File: src/rtl/gmux_qen_seq_if.sv
// Request/status bundle between a clock-mux controller and the quadrant
// enable sequencer. Quadrant vectors use bit order {TR,TL,BR,BL}.
interface gmux_qen_seq_if;
  logic [3:0] QMASK;
  logic       SSEL_REQ;
  logic       UPD;
  logic       LP_REQ;
  logic       BUSY;
  logic       DONE;
  logic       SSEL;
  logic       BL_SEN,   BR_SEN,   TL_SEN,   TR_SEN;
  logic       BL_DEN,   BR_DEN,   TL_DEN,   TR_DEN;
  logic       BL_DYNEN, BR_DYNEN, TL_DYNEN, TR_DYNEN;
  logic       BL_VLP,   BR_VLP,   TL_VLP,   TR_VLP;

  // Requester side: issues mask/select updates and low-power requests.
  modport master (
    output QMASK, SSEL_REQ, UPD, LP_REQ,
    input  BUSY, DONE, SSEL,
    input  BL_SEN, BR_SEN, TL_SEN, TR_SEN,
    input  BL_DEN, BR_DEN, TL_DEN, TR_DEN,
    input  BL_DYNEN, BR_DYNEN, TL_DYNEN, TR_DYNEN,
    input  BL_VLP, BR_VLP, TL_VLP, TR_VLP
  );

  // Sequencer side: drives the enable bundle and the mux select.
  modport slave (
    input  QMASK, SSEL_REQ, UPD, LP_REQ,
    output BUSY, DONE, SSEL,
    output BL_SEN, BR_SEN, TL_SEN, TR_SEN,
    output BL_DEN, BR_DEN, TL_DEN, TR_DEN,
    output BL_DYNEN, BR_DYNEN, TL_DYNEN, TR_DYNEN,
    output BL_VLP, BR_VLP, TL_VLP, TR_VLP
  );
endinterface

File: src/rtl/gmux_qen_seq.sv
// Break-before-make sequencer for the global clock mux quadrant enables.
// Every mask/source change walks: staggered DYNEN clear, guard, apply
// SSEL/SEN/DEN, guard, staggered DYNEN set. Also runs VLP sleep/wake.
module gmux_qen_seq #(
  parameter int unsigned GUARD_CYC = 4,
  parameter int unsigned STAGGER   = 1
) (
  input  logic          CLK,
  input  logic          RST,
  gmux_qen_seq_if.slave bus
);

  typedef enum logic [3:0] {
    OFF, DOWN, GUARD_A, APPLY, GUARD_B, UP, RUN, SLEEP, WAKE
  } state_t;

  // GUARD_A hands over to a one-cycle APPLY state, so it is loaded two short
  // of the guard length; a one-cycle guard skips GUARD_A entirely.
  localparam logic [3:0] GC_LOAD   = 4'(GUARD_CYC - 1);
  localparam logic [3:0] GC_A_LOAD = (GUARD_CYC > 1) ? 4'(GUARD_CYC - 2) : 4'd0;
  localparam logic [2:0] SC_LOAD   = 3'(STAGGER - 1);

  function automatic logic [3:0] lowest_one(input logic [3:0] v);
    return v & (~v + 4'd1);
  endfunction

  state_t     state_q;
  logic [3:0] m_q, sen_q, den_q, dyn_q, vlp_q;
  logic       s_q, ssel_q, lp_q, busy_q, done_q;
  logic [3:0] gc_q;
  logic [2:0] sc_q;

  logic [3:0] dyn_low, dyn_left, up_pend, up_low, up_left;

  // Next quadrant to switch off/on, walking BL, BR, TL, TR.
  always_comb begin
    dyn_low  = lowest_one(dyn_q);
    dyn_left = dyn_q & ~dyn_low;
    up_pend  = m_q & ~dyn_q;
    up_low   = lowest_one(up_pend);
    up_left  = up_pend & ~up_low;
  end

  // Sequencer FSM; all outputs are registered here.
  always_ff @(posedge CLK) begin
    if (RST) begin
      state_q <= OFF;
      m_q     <= '0;
      sen_q   <= '0;
      den_q   <= '0;
      dyn_q   <= '0;
      vlp_q   <= '0;
      s_q     <= 1'b0;
      ssel_q  <= 1'b0;
      lp_q    <= 1'b0;
      busy_q  <= 1'b0;
      done_q  <= 1'b0;
      gc_q    <= '0;
      sc_q    <= '0;
    end else begin
      done_q <= 1'b0;
      case (state_q)
        OFF, RUN: begin
          // Low-power request outranks a coincident update.
          if (bus.LP_REQ || bus.UPD) begin
            busy_q <= 1'b1;
            lp_q   <= bus.LP_REQ;
            if (!bus.LP_REQ) begin
              m_q <= bus.QMASK;
              s_q <= bus.SSEL_REQ;
            end
            if (dyn_q == 4'd0) begin
              state_q <= (GUARD_CYC == 1) ? APPLY : GUARD_A;
              gc_q    <= GC_A_LOAD;
            end else begin
              state_q <= DOWN;
              sc_q    <= SC_LOAD;
            end
          end
        end

        DOWN: begin
          if (sc_q == 3'd0) begin
            dyn_q <= dyn_left;
            sc_q  <= SC_LOAD;
            if (dyn_left == 4'd0) begin
              state_q <= (GUARD_CYC == 1) ? APPLY : GUARD_A;
              gc_q    <= GC_A_LOAD;
            end
          end else begin
            sc_q <= sc_q - 3'd1;
          end
        end

        GUARD_A: begin
          if (gc_q == 4'd0) state_q <= APPLY;
          else              gc_q    <= gc_q - 4'd1;
        end

        APPLY: begin
          if (lp_q) begin
            // Sleep: drop drivers, hold powered quadrants in VLP, keep SEN.
            den_q   <= '0;
            vlp_q   <= sen_q;
            done_q  <= 1'b1;
            busy_q  <= 1'b0;
            state_q <= SLEEP;
          end else begin
            ssel_q <= s_q;
            sen_q  <= m_q;
            den_q  <= m_q;
            if (m_q == 4'd0) begin
              done_q  <= 1'b1;
              busy_q  <= 1'b0;
              state_q <= OFF;
            end else begin
              state_q <= GUARD_B;
              gc_q    <= GC_LOAD;
            end
          end
        end

        GUARD_B: begin
          if (gc_q == 4'd0) begin
            dyn_q <= dyn_q | up_low;
            if (up_left == 4'd0) begin
              done_q  <= 1'b1;
              busy_q  <= 1'b0;
              state_q <= RUN;
            end else begin
              state_q <= UP;
              sc_q    <= SC_LOAD;
            end
          end else begin
            gc_q <= gc_q - 4'd1;
          end
        end

        UP: begin
          if (sc_q == 3'd0) begin
            dyn_q <= dyn_q | up_low;
            sc_q  <= SC_LOAD;
            if (up_left == 4'd0) begin
              done_q  <= 1'b1;
              busy_q  <= 1'b0;
              state_q <= RUN;
            end
          end else begin
            sc_q <= sc_q - 3'd1;
          end
        end

        SLEEP: begin
          if (!bus.LP_REQ) begin
            vlp_q   <= '0;
            busy_q  <= 1'b1;
            lp_q    <= 1'b0;
            gc_q    <= GC_LOAD;
            state_q <= WAKE;
          end
        end

        WAKE: begin
          // Re-enable drivers after the guard, then reuse GUARD_B/UP to ramp.
          if (gc_q == 4'd0) begin
            den_q <= sen_q;
            m_q   <= sen_q;
            if (sen_q == 4'd0) begin
              done_q  <= 1'b1;
              busy_q  <= 1'b0;
              state_q <= OFF;
            end else begin
              state_q <= GUARD_B;
              gc_q    <= GC_LOAD;
            end
          end else begin
            gc_q <= gc_q - 4'd1;
          end
        end

        default: state_q <= OFF;
      endcase
    end
  end

  assign bus.BUSY     = busy_q;
  assign bus.DONE     = done_q;
  assign bus.SSEL     = ssel_q;
  assign bus.BL_SEN   = sen_q[0];
  assign bus.BR_SEN   = sen_q[1];
  assign bus.TL_SEN   = sen_q[2];
  assign bus.TR_SEN   = sen_q[3];
  assign bus.BL_DEN   = den_q[0];
  assign bus.BR_DEN   = den_q[1];
  assign bus.TL_DEN   = den_q[2];
  assign bus.TR_DEN   = den_q[3];
  assign bus.BL_DYNEN = dyn_q[0];
  assign bus.BR_DYNEN = dyn_q[1];
  assign bus.TL_DYNEN = dyn_q[2];
  assign bus.TR_DYNEN = dyn_q[3];
  assign bus.BL_VLP   = vlp_q[0];
  assign bus.BR_VLP   = vlp_q[1];
  assign bus.TL_VLP   = vlp_q[2];
  assign bus.TR_VLP   = vlp_q[3];

endmodule

File: src/flat_wrapper.sv
// flat-port wrapper written by rule: the top's interface ports become plain ports
module gmux_qen_seq_flat 
#(
  parameter int unsigned GUARD_CYC = 4,
  parameter int unsigned STAGGER   = 1
)
  (CLK, RST, bus_QMASK, bus_SSEL_REQ, bus_UPD, bus_LP_REQ, bus_BUSY, bus_DONE, bus_SSEL, bus_BL_SEN, bus_BR_SEN, bus_TL_SEN, bus_TR_SEN, bus_BL_DEN, bus_BR_DEN, bus_TL_DEN, bus_TR_DEN, bus_BL_DYNEN, bus_BR_DYNEN, bus_TL_DYNEN, bus_TR_DYNEN, bus_BL_VLP, bus_BR_VLP, bus_TL_VLP, bus_TR_VLP);
  gmux_qen_seq_if bus_i ();
  input  logic CLK;
  input  logic RST;
  input wire logic [$bits(bus_i.QMASK)-1:0] bus_QMASK;
  input wire logic [$bits(bus_i.SSEL_REQ)-1:0] bus_SSEL_REQ;
  input wire logic [$bits(bus_i.UPD)-1:0] bus_UPD;
  input wire logic [$bits(bus_i.LP_REQ)-1:0] bus_LP_REQ;
  output wire logic [$bits(bus_i.BUSY)-1:0] bus_BUSY;
  output wire logic [$bits(bus_i.DONE)-1:0] bus_DONE;
  output wire logic [$bits(bus_i.SSEL)-1:0] bus_SSEL;
  output wire logic [$bits(bus_i.BL_SEN)-1:0] bus_BL_SEN;
  output wire logic [$bits(bus_i.BR_SEN)-1:0] bus_BR_SEN;
  output wire logic [$bits(bus_i.TL_SEN)-1:0] bus_TL_SEN;
  output wire logic [$bits(bus_i.TR_SEN)-1:0] bus_TR_SEN;
  output wire logic [$bits(bus_i.BL_DEN)-1:0] bus_BL_DEN;
  output wire logic [$bits(bus_i.BR_DEN)-1:0] bus_BR_DEN;
  output wire logic [$bits(bus_i.TL_DEN)-1:0] bus_TL_DEN;
  output wire logic [$bits(bus_i.TR_DEN)-1:0] bus_TR_DEN;
  output wire logic [$bits(bus_i.BL_DYNEN)-1:0] bus_BL_DYNEN;
  output wire logic [$bits(bus_i.BR_DYNEN)-1:0] bus_BR_DYNEN;
  output wire logic [$bits(bus_i.TL_DYNEN)-1:0] bus_TL_DYNEN;
  output wire logic [$bits(bus_i.TR_DYNEN)-1:0] bus_TR_DYNEN;
  output wire logic [$bits(bus_i.BL_VLP)-1:0] bus_BL_VLP;
  output wire logic [$bits(bus_i.BR_VLP)-1:0] bus_BR_VLP;
  output wire logic [$bits(bus_i.TL_VLP)-1:0] bus_TL_VLP;
  output wire logic [$bits(bus_i.TR_VLP)-1:0] bus_TR_VLP;
  assign bus_i.QMASK = bus_QMASK;
  assign bus_i.SSEL_REQ = bus_SSEL_REQ;
  assign bus_i.UPD = bus_UPD;
  assign bus_i.LP_REQ = bus_LP_REQ;
  assign bus_BUSY = bus_i.BUSY;
  assign bus_DONE = bus_i.DONE;
  assign bus_SSEL = bus_i.SSEL;
  assign bus_BL_SEN = bus_i.BL_SEN;
  assign bus_BR_SEN = bus_i.BR_SEN;
  assign bus_TL_SEN = bus_i.TL_SEN;
  assign bus_TR_SEN = bus_i.TR_SEN;
  assign bus_BL_DEN = bus_i.BL_DEN;
  assign bus_BR_DEN = bus_i.BR_DEN;
  assign bus_TL_DEN = bus_i.TL_DEN;
  assign bus_TR_DEN = bus_i.TR_DEN;
  assign bus_BL_DYNEN = bus_i.BL_DYNEN;
  assign bus_BR_DYNEN = bus_i.BR_DYNEN;
  assign bus_TL_DYNEN = bus_i.TL_DYNEN;
  assign bus_TR_DYNEN = bus_i.TR_DYNEN;
  assign bus_BL_VLP = bus_i.BL_VLP;
  assign bus_BR_VLP = bus_i.BR_VLP;
  assign bus_TL_VLP = bus_i.TL_VLP;
  assign bus_TR_VLP = bus_i.TR_VLP;
  gmux_qen_seq #(.GUARD_CYC(GUARD_CYC), .STAGGER(STAGGER)) u_core (.CLK(CLK), .RST(RST), .bus(bus_i));
endmodule
File: config.mk
export PLATFORM = sky130hd
export DESIGN_NAME = gmux_qen_seq_flat
export DESIGN_NICKNAME = d
export VERILOG_FILES = /design/src/rtl/gmux_qen_seq_if.sv /design/src/rtl/gmux_qen_seq.sv /design/src/flat_wrapper.sv
export SDC_FILE = /design/constraint.sdc
export NUM_CORES = 1
export LEC_CHECK = 0
export CAP_MARGIN = 30
export CORE_MARGIN = 1.5
export CORE_UTILIZATION = 40
export CTS_BUF_LIST = sky130_fd_sc_hd__clkbuf_8
export CTS_CLUSTER_DIAMETER = 100
export CTS_CLUSTER_SIZE = 30
export DETAILED_ROUTE_END_ITERATION = 10
export RECOVER_POWER = 100
export SYNTH_ARGS = -nofsm -noshare
export SYNTH_HDL_FRONTEND = slang
export SYNTH_SLANG_ARGS = --single-unit
export TNS_END_PERCENT = 5
File: constraint.sdc
create_clock -name CLK -period 4.8 [get_ports CLK]
set_input_delay 0.48 -clock CLK [delete_from_list [all_inputs] [get_ports CLK]]
set_output_delay 0.48 -clock CLK [all_outputs]
set_load 0.01 [all_outputs]
==> key figures <==
Cells and area
  • Highest-count cells in the layout ignoring fill and taps: 42 x nor2_1, 36 x dfxtp_1, 21 x a21oi_1
  • Multi-input gate area: between 1000 and 1500 um2
  • Sequential cell area: just over 700 um2
  • Share of cells above drive strength 1: 7.560%
  • Final Cell Area: between 2000 and 3000 um2
  • Layout net count: 300
  • Diodes inserted: 0
  • Commonest non-fill, non-tap cell in the layout: nor2_1
  • Layout Cells excl Fill: 361
  • Layout filler cell count: about 520
  • Layout area overhead: 16.26%

Logic synthesis
  • Yosys cell types: 60
  • Asr flop ratio synth: 0%
  • Synth Area per Inst: 8.184 um2
  • Flops & latches, synth: 36
  • Mapped Cells: between 200 and 300
  • Ys flop type: dfxtp_1
  • Syn nets: 278
  • Sequential area share after synthesis: between 30% and 40%
  • Post-synth EDFFs: 0
  • Mapped Area: ~2200 um2
  • Yosys warns: 0

Power and ir drop
  • Peak VDD IR: 169.8 uV
  • Leak: roughly 0.00099 uW
  • Pwr dens: roughly 450 nW/um2
  • Overall Power: around 1100 uW

Clock network
  • CTS tree: yes
  • Worst-case clock buffer depth: 2
  • Worst-path clk slew: ~70 ps
  • Clock latency on the worst-skew pair: 290 ps
  • Clock sink count: 36
  • H-tree levels: 2
  • Post-CTS sizing: 0
  • Hold_buf cts: 0
  • TritonCTS Buffers: 5
  • Root Driver: clkbuf_8
  • Setup repair bufs after CTS: 0

STA
  • Pins Over Slew Limit: 0
  • Rel. slew slack: about 25%
  • Setup TNS: 0 ps
  • Clk_skew: 5.702 ps
  • RSZ-0062 raised after global routing: no
  • Worst Tran Pin Value: between 1000 and 1500 ps
  • Final Cycle Share: between 70% and 80%
  • Final setup fails: 0
  • Post-layout min period: around 3400 ps
  • Fmax achieved: 292.4 MHz
  • Final hold violation count: 0
  • Final hold slack: around 460 ps

Worst hold path
  • Hold path depth: 2
  • Class of the worst hold path: reg2reg
  • Hold_sp: u_core.sc_q[2]

Setup path
  • Crit. Startpoint: u_core.state_q[1]
  • Crit Path Class: reg2reg
  • Crit path launch type: flip-flop
  • Buf/Inv on CP: 1
  • Arrival time worst endpoint: about 3600 ps
  • CP max stage cell: clkbuf_1
  • Worst r2r src: u_core.state_q[1]
  • Worst r2r path cells: 7
  • Worst path required time: 5020 ps
  • Cell Chain, Critical Path: clkbuf_1, xnor2_1, a32oi_1, a21boi_4, o211ai_1, or4_1, a21oi_1
  • CP max FO: 27
  • CP top delay family: compound AO/OA/AOI/OAI gates
  • Max incr delay on CP: about 850 ps
  • Stages on worst setup path: 7
  • Nature of the critical path endpoint: flip-flop

Global route
  • First-pass GRT wire length: approximately 9500 um
  • Grt ovf: 0
  • Total track usage: approximately a fifth
  • Initial antenna violation count: 0
  • Largest net degree at the start of global routing: 35
  • Vias in the first global route: around 2000
  • Met3 Track Usage GR: 3.690%
  • GR Util met2: between 20 and 30%
  • M1 GR Usage: around 28%
  • GR peak layer: met2

Die
  • Die Wd: between 70 and 80 um
  • DIE AREA: between 5000 and 6000 um2
  • Initial core utilization: 42.14%
  • Die Y: ~77 um
  • # rows: 26
  • Core area: between 5000 and 6000 um2
  • # IOs: 28

Route
  • Via density: 5.812
  • Drc violations: 0
  • Vias: 2098
  • Antenna Violating Nets Remaining: 0
  • Routed len/inst: 15.94 um
  • Drt total wl: ~5800 um
  • Detailed Routing Iterations Pass 1: 4
  • 1st-iter DRT viols: 207

Flow run
  • Max Cap Viol: 0

Placement
  • Placer congestion estimate: 0.8736
  • Placed Cells: between 300 and 400
  • Dpl hpwl: about 4100 um
  • Placed Area: 2475 um2
  • I/O Buffers: 27

Status
  • Outcome: finished clean
[state kept, by name, indices dropped and copies added, names as in the netlist]
| signal | cells |
|---|---|
| u_core.sen_q | 4 |
| u_core.bus.SSEL | 1 |
| u_core.bus.DONE | 1 |
| u_core.dyn_q | 4 |
| u_core.state_q | 4 |
| u_core.s_q | 1 |
| u_core.den_q | 4 |
| u_core.vlp_q | 4 |
| u_core.gc_q | 4 |
| u_core.sc_q | 3 |
| u_core.bus.BUSY | 1 |
| u_core.m_q | 4 |
| u_core.lp_q | 1 |
[tightest hold or removal path: stages, from the launching register on]
cell	delay, ps
dfxtp_1	330
nand2_1	60
a21oi_1	40
[power by group]
part           switching, uW  internal, uW
logic                    288           198
clock network            111           152
registers               56.3           339
total                    455           688
[Yosys cell counts (2+ instances only)]
master | n | area share (%)
o21ai_0 | 11 | 2.5
and3_1 | 2 | 0.57
nand3b_1 | 2 | 0.68
clkbuf_1 | 5 | 0.86
o31ai_1 | 2 | 0.68
nor2_1 | 42 | 7.2
a21oi_1 | 21 | 4.8
or3_1 | 5 | 1.4
inv_1 | 7 | 1.2
and2b_4 | 2 | 0.91
o2111ai_1 | 2 | 0.80
nand3_1 | 3 | 0.68
nor4_1 | 4 | 1.1
nand2_1 | 12 | 2.1
dfxtp_1 | 36 | 33
or4_1 | 2 | 0.68
o211ai_1 | 3 | 1.0
buf_6 | 4 | 2.1
buf_2 | 2 | 0.46
a311oi_1 | 2 | 0.80
o21a_1 | 2 | 0.68
a22oi_1 | 10 | 3.4
buf_4 | 4 | 1.4
nor4b_1 | 2 | 0.80
or3b_2 | 2 | 0.80
a31oi_1 | 2 | 0.57
o22ai_1 | 3 | 0.86
a32oi_1 | 3 | 1.2
nand2b_1 | 5 | 1.4
mux2i_1 | 11 | 5.0
nor2b_1 | 4 | 1.1
nor3_1 | 14 | 3.2
a211oi_1 | 10 | 3.4
[per-stage QoR]
stage / setup slack, ps / util (%)
6_report: 1380 / 48.99
5_1_grt: 1161 / 48.99
4_1_cts: 2192 / 49.62
3_5_place_dp: 2162 / 47.55
3_3_place_gp: 2138 / 47.40
2_1_floorplan: 2820 / -
[logic make-up after synthesis]
| family | share of synthesized area [%] |
|---|---|
| mux | 5.020 |
| flops | 32.86 |
| simple gates | 26.53 |
| buf+inv | 6.332 |
| xor+xnor | 0.7418 |
| compound gates | 26.98 |
| fa+ha+maj | 1.540 |
[metal layers]
metal / routed length, um / vias to the layer above / share of wire (%)
li1: - / 1041 / -
met1: 2836 / 1000 / 49
met2: 2581 / 49 / 45
met3: 246 / 8 / 4.3
met4: 91 / 0 / 1.6
met5: 0 / - / 0
[area by class of cell]
type	instances	share of cell area, %
Inverter	7	1.030
Clock inverter	3	1.521
Timing Repair Buffer	31	11.63
Sequential cell	36	28.26
Tap cell	70	3.435
Clock buffer	5	2.699
Multi-Input combinational cell	209	51.42
[final timing paths]
kind	endpoint	slack, ps
worst max-delay path	u_core.state_q[1]	1380
worst min register to register	u_core.sc_q[2]	460
worst max register to register	u_core.state_q[1]	1380
worst min-delay path	u_core.sc_q[2]	460
Power figures use the tool's default switching activity.
